File: src/rtl/regional_extrema_engine.sv
// rtl/regional_extrema_engine.sv - iterative regional min/max mask engine over an M x N frame
// Optional sweep cap enabled by defining REGEXT_ITER_LIMIT_EN.
module regional_extrema_engine #(
    parameter int M           = 8,
    parameter int N           = 8,
    parameter int PIXEL_WIDTH = 8,
    parameter int MAX_ITER    = 64
) (
    input  logic                   clk,
    input  logic                   reset_n,
    input  logic                   start,
    input  logic                   mode_min,
    input  logic                   conn8,
    input  logic                   in_valid,
    output logic                   in_ready,
    input  logic [PIXEL_WIDTH-1:0] in_pixel,
    output logic                   out_valid,
    input  logic                   out_ready,
    output logic                   out_mask,
    output logic                   out_last,
    output logic                   busy,
    output logic                   done,
    output logic [7:0]             sweep_cnt,
    output logic                   iter_ovf
);

    localparam int PIXELS = M * N;
    localparam int IDX_W  = $clog2(PIXELS);
    localparam int ROW_W  = $clog2(M);
    localparam int COL_W  = $clog2(N);
`ifdef REGEXT_ITER_LIMIT_EN
    localparam bit LIMIT_EN = 1'b1;
`else
    localparam bit LIMIT_EN = 1'b0;
`endif

    typedef enum logic [2:0] {S_IDLE, S_LOAD, S_SWEEP, S_CHECK, S_UNLOAD} state_t;

    state_t                 state_q;
    logic [IDX_W-1:0]       idx_q, idx_d;
    logic [ROW_W-1:0]       row_q, row_d;
    logic [COL_W-1:0]       col_q, col_d;
    logic                   mode_min_q, conn8_q, changed_q;
    logic [7:0]             sweep_cnt_q;
    logic                   iter_ovf_q, busy_q, done_q, in_ready_q;
    logic                   out_valid_q, out_mask_q, out_last_q;
    logic [PIXEL_WIDTH-1:0] pix_q [PIXELS];
    logic [PIXELS-1:0]      mask_q;

    logic                   load_beat, last_idx, last_col, clr, cap_hit;
    logic [PIXEL_WIDTH-1:0] cur_pix, nb_pix;
    logic                   nb_mask;
    logic [IDX_W-1:0]       nb_idx;
    int                     nr, nc;

    assign load_beat = (state_q == S_LOAD) && in_valid && in_ready_q;
    assign last_idx  = (idx_q == IDX_W'(PIXELS - 1));
    assign last_col  = (col_q == COL_W'(N - 1));
    assign idx_d     = idx_q + IDX_W'(1);
    assign col_d     = last_col ? '0 : col_q + COL_W'(1);
    assign row_d     = last_col ? row_q + ROW_W'(1) : row_q;
    assign cap_hit   = LIMIT_EN && (int'(sweep_cnt_q) == MAX_ITER);

    // Neighbours outside the frame are skipped rather than padded.
    always_comb begin
        clr     = 1'b0;
        nr      = 0;
        nc      = 0;
        nb_idx  = '0;
        nb_pix  = '0;
        nb_mask = 1'b0;
        cur_pix = pix_q[idx_q];
        for (int dr = -1; dr <= 1; dr++) begin
            for (int dc = -1; dc <= 1; dc++) begin
                nr = int'(row_q) + dr;
                nc = int'(col_q) + dc;
                if ((dr != 0 || dc != 0) && (conn8_q || dr == 0 || dc == 0) &&
                    nr >= 0 && nr < M && nc >= 0 && nc < N) begin
                    nb_idx  = IDX_W'(nr * N + nc);
                    nb_pix  = pix_q[nb_idx];
                    nb_mask = mask_q[nb_idx];
                    if (mode_min_q ? (nb_pix < cur_pix) : (nb_pix > cur_pix))
                        clr = 1'b1;
                    if (nb_pix == cur_pix && !nb_mask)
                        clr = 1'b1;
                end
            end
        end
    end

    always_ff @(posedge clk) begin
        if (load_beat)
            pix_q[idx_q] <= in_pixel;
        if (load_beat && last_idx)
            mask_q <= '1;
        else if (state_q == S_SWEEP && clr)
            mask_q[idx_q] <= 1'b0;
    end

    always_ff @(posedge clk or negedge reset_n) begin
        if (!reset_n) begin
            state_q     <= S_IDLE;
            idx_q       <= '0;
            row_q       <= '0;
            col_q       <= '0;
            mode_min_q  <= 1'b0;
            conn8_q     <= 1'b0;
            changed_q   <= 1'b0;
            sweep_cnt_q <= '0;
            iter_ovf_q  <= 1'b0;
            busy_q      <= 1'b0;
            done_q      <= 1'b0;
            in_ready_q  <= 1'b0;
            out_valid_q <= 1'b0;
            out_mask_q  <= 1'b0;
            out_last_q  <= 1'b0;
        end else begin
            done_q <= 1'b0;
            case (state_q)
                S_IDLE: if (start) begin
                    state_q     <= S_LOAD;
                    mode_min_q  <= mode_min;
                    conn8_q     <= conn8;
                    in_ready_q  <= 1'b1;
                    busy_q      <= 1'b1;
                    sweep_cnt_q <= '0;
                    iter_ovf_q  <= 1'b0;
                    idx_q       <= '0;
                end
                S_LOAD: if (load_beat) begin
                    if (last_idx) begin
                        state_q    <= S_SWEEP;
                        in_ready_q <= 1'b0;
                        idx_q      <= '0;
                        row_q      <= '0;
                        col_q      <= '0;
                        changed_q  <= 1'b0;
                    end else begin
                        idx_q <= idx_d;
                    end
                end
                S_SWEEP: begin
                    if (clr && mask_q[idx_q])
                        changed_q <= 1'b1;
                    if (last_idx) begin
                        state_q <= S_CHECK;
                        idx_q   <= '0;
                        row_q   <= '0;
                        col_q   <= '0;
                        if (sweep_cnt_q != 8'hFF)
                            sweep_cnt_q <= sweep_cnt_q + 8'd1;
                    end else begin
                        idx_q <= idx_d;
                        row_q <= row_d;
                        col_q <= col_d;
                    end
                end
                S_CHECK: begin
                    if (changed_q && !cap_hit) begin
                        state_q   <= S_SWEEP;
                        changed_q <= 1'b0;
                    end else begin
                        state_q     <= S_UNLOAD;
                        out_valid_q <= 1'b1;
                        out_mask_q  <= mask_q[0];
                        out_last_q  <= 1'b0;
                        iter_ovf_q  <= changed_q && cap_hit;
                    end
                end
                S_UNLOAD: if (out_ready) begin
                    if (out_last_q) begin
                        state_q     <= S_IDLE;
                        out_valid_q <= 1'b0;
                        out_mask_q  <= 1'b0;
                        out_last_q  <= 1'b0;
                        busy_q      <= 1'b0;
                        done_q      <= 1'b1;
                    end else begin
                        idx_q      <= idx_d;
                        out_mask_q <= mask_q[idx_d];
                        out_last_q <= (idx_d == IDX_W'(PIXELS - 1));
                    end
                end
                default: state_q <= S_IDLE;
            endcase
        end
    end

    assign in_ready  = in_ready_q;
    assign out_valid = out_valid_q;
    assign out_mask  = out_mask_q;
    assign out_last  = out_last_q;
    assign busy      = busy_q;
    assign done      = done_q;
    assign sweep_cnt = sweep_cnt_q;
    assign iter_ovf  = LIMIT_EN ? iter_ovf_q : 1'b0;

endmodule

File: config.mk
export PLATFORM = sky130hd
export DESIGN_NAME = regional_extrema_engine
export DESIGN_NICKNAME = d
export VERILOG_FILES = /design/src/rtl/regional_extrema_engine.sv
export SDC_FILE = /design/constraint.sdc
export NUM_CORES = 2
export LEC_CHECK = 0
export BUFFER_PORTS_ARGS = -buffer_cell sky130_fd_sc_hd__buf_2
export CAP_MARGIN = 40
export CORE_UTILIZATION = 59
export CTS_CLUSTER_SIZE = 40
export DETAILED_ROUTE_END_ITERATION = 8
export HOLD_SLACK_MARGIN = 0.03
export PLACE_DENSITY = 0.88
export SYNTH_ARGS = -nofsm -noshare
export SYNTH_HDL_FRONTEND = slang
export SYNTH_SLANG_ARGS = --single-unit
File: constraint.sdc
create_clock -name clk -period 6.18 [get_ports clk]
set_input_delay 0.618 -clock clk [delete_from_list [all_inputs] [get_ports clk]]
set_output_delay 0.618 -clock clk [all_outputs]
set_load 0.01 [all_outputs]
==> summary.md <==
- antenna violations before repair: 10
- worst endpoint data arrival time: 6800 ps
- overall overflow remaining after global route: 0
- Crit-path slowest cell: a41oi_1
- Post-synth top flop: edfxtp_1
- drt first pass iters: 9
- pin count of the biggest net entering global routing: 148
- total routing usage reported by global routing: 0.435
- final setup skew: 36.9 ps
- CTS tree: done
- post-detailed-route wirelength per cell: 39.0 um
- Final ANT Viol Nets: 0
- post-CTS setup buffer count: 0
- gp weighted congestion: 1.11
- status: complete, but fails checks
- share of Yosys cell area claimed by the top area cell type: 0.386
- final routed wirelength across all metal layers: 148 mm
- clock sink count: 608
- Worst R2R Path Depth: 22
- Routed met1 length: 48.8 mm
- highest clock rate: 161 MHz
- CP most frequent cell: buf_4
- startpoint type of the worst setup path: register
- site row count: 94
- setup slack after placement: -21.7 ps
- final setup vio count: 14
- via/cell ratio: 8.41
- overall die width: 262 um
- failing checks: negative setup slack
- wire length on met3: 23.9 mm
- internal reg-to-reg setup slack: -30 ps
- Syn Inst Count: 2837
- Boundary Pins: 30
- Total Die Area: 68500 um2
- post-synth top area cell: edfxtp_1
- number of slew-limit violations in the final report: 0
- post-synthesis sequential area ratio: 0.438
- clock insertion delay at the later pin of the skew report: 670 ps
- core region area: 66200 um2
- distinct cell type count after synthesis: 77
- cell at the root of the clock tree: clkbuf_16
- number of flops mapped to enable cells by yosys: 512
- height of the die: 262 um
- TritonCTS Buffers: 68
- Leak Pwr: 16.2 nW
- most area-consuming cells after synthesis: edfxtp_1, mux4_2, mux2i_1
- final critical-path required period: 6210 ps
- max-slew headroom at the worst pin: 0.228
- kind of end point of the critical path: register
- count of port buffers added during placement: 28
- commonest cells after routing, fill and taps aside: edfxtp_1, mux4_2, mux2i_1
- Worst Setup Slack, final: -33.1 ps
- count of routing violations after the opening detailed-route iteration: 6651
- fraction of final layout cells with drive strength greater than 1: 0.300
- VDD IR-drop max: 0.297 mV
- post-layout net count: 2979
- crit path kind: register to register
- starting density of the core: 0.601
- CP Cell Sequence: clkinv_1 -> and3_2 -> buf_4 -> buf_4 -> a22oi_1 -> a41oi_1 -> nor4_1 -> buf_4 -> nand2_1 -> nor3_1 -> buf_4 -> ha_1 -> nand4_1 -> o21ai_0 -> a21oi_1 -> o21ai_0 -> mux2_2 -> a21oi_1 -> nand4_1 -> a2111oi_4 -> buf_12 -> o32a_1
- part of the cycle the worst path needs: 1.01
- maximum fanout along the worst path: 65
- Crit Reg-Reg Startpoint: idx_q[0]$_DFFE_PN0P_
- leading cell type in the layout, fill and taps excluded: edfxtp_1
- cell area after technology mapping: 39800 um2
- htree depth: 3
- uppermost layer routed: met5
- Synth-to-Final Area Change: 11.4%
- total of warnings raised by yosys: 0
- Yosys reg bits: 608
- Met2 Wirelength: 63.5 mm
- worst reg2reg endpoint: mask_q[59]$_SDFFE_PP1P_
- Synth async-reset ratio: 0.0526
- RSZ-0062 raised after global routing: false
- clock transition at the register clock pins on the worst setup and hold paths after CTS: 70 ps
- via total after detailed routing: 31973
- Avg Synthesized Cell Area: 14.0 um2
- max_cap viols: 0
- Pwr per Cell Area: 268 nW/um2
- CP Data Required Time: 6760 ps
- worst min path class: input port to asynchronous set/reset pin
- DP HPWL: 105 mm
- number of buffers on the longest clock path: 3
- measured slew at the worst slew-check pin: 1160 ps
- DRC viols: 0
- delay contributed by the slowest stage of the critical path: 770 ps
- vias in the first global route: 30175
- total power draw: 11.9 mW
- Post-Syn Nets: 2934
- global-route wire length before repair: 212 mm
- Hold Fails Final Rpt: 0
## layer usage
metal / global-route usage / up-vias
met5: 0 / -
met4: 0.266 / 12
met3: 0.152 / 771
met2: 0.636 / 3462
met1: 0.559 / 15591
li1: - / 12137
## critical path, delay by kind of cell (launching register included)
kind            cells  cell delay [ps]
mux                 1              390
flops               1              400
compound gates      8             2270
fa+ha+maj           1              340
simple gates        6             1210
buf+inv             6             1450
## kinds of logic (layout without fill, tap and decap cells)
logic type,Yosys count,count (layout),synth area share
other,1,3,0.0000942
AO/OA/AOI/OAI,646,646,0.119
multiplexers,771,771,0.328
buffers and inverters,292,391,0.0330
AND/OR/NAND/NOR,413,413,0.0493
XOR/XNOR,24,24,0.00594
flip-flops,608,608,0.438
adder cells (fa/ha/maj),82,82,0.0263
## timing repair
item,4_1_cts,5_1_grt
endpoints found under the setup margin,65,65
gates resized for setup,1,2
hold buffers,0,0
## area by class of cell
type | instances | area [um2]
clock inverters | 46 | 616
inverters | 30 | 113
clock buffers | 78 | 1790
multi-input cells | 1937 | 21200
fillers | 4372 | 21900
repair buffers | 237 | 2100
flip-flops and latches | 608 | 17500
diodes | 2 | 5.00
well taps | 864 | 1080
## registers in the layout, summed over array words and instances, names as in the netlist
name and count:
mask_q 64, mode_min_q 1, in_ready 1, row_q 3, idx_q 6, busy 1, sweep_cnt 8, done 1
conn8_q 1, pix_q 512, out_valid 1, out_mask 1, col_q 3, state_q 3, out_last 1, changed_q 1
## power by group
part           switching, mW  internal (mW)  total (mW)
clock network           1.78           2.61        4.39
registers             0.0234           4.45        4.47
logic                   2.00           1.04        3.04
## synthesized netlist by cell type, drive strengths merged, types with 28 or more instances
cell type and number:
a21oi 79, a221oi 28, a22o 29, a22oi 212
a41oi 30, buf 124, clkbuf 138, dfrtp 32
dfxtp 64, edfxtp 512, ha 79, inv 28
mux2 85, mux2i 268, mux4 418, nand2 95
nand4 32, nor2 148, o21ai 67, o22ai 35
o32a 64
## how the worst max path moves through the flow
stage / startpoint / to / slack (ps) / depth (start not counted)
after floorplan: col_q[2]$_DFFE_PN0P_ / changed_q$_DFFE_PN0P_ / 5 / 25
after global placement: idx_q[0]$_DFFE_PN0P_ / changed_q$_DFFE_PN0P_ / 110 / 18
after detailed placement: idx_q[0]$_DFFE_PN0P_ / changed_q$_DFFE_PN0P_ / -20 / 18
after CTS: idx_q[0]$_DFFE_PN0P_ / mask_q[59]$_SDFFE_PP1P_ / 120 / 18
after global routing: idx_q[0]$_DFFE_PN0P_ / mask_q[59]$_SDFFE_PP1P_ / 2 / 20
final: idx_q[0]$_DFFE_PN0P_ / mask_q[59]$_SDFFE_PP1P_ / -30 / 22
## stage by stage
stage | TNS [ps] | instances | cell area, um2 | util | hold WS (ps)
detailed placement | -143 | 3671 | 41900 | 0.633 | 478
global placement | 0 | 3616 | 41400 | 0.625 | 462
CTS | 0 | 3795 | 44300 | 0.669 | 51.8
global route | 0 | 3800 | 44400 | 0.670 | 92.2
floorplan | 0 | 2837 | 39800 | - | 322
finish | -185 | 3802 | 44400 | 0.670 | 41.5
Note: power is estimated with default switching activity, not from simulation.
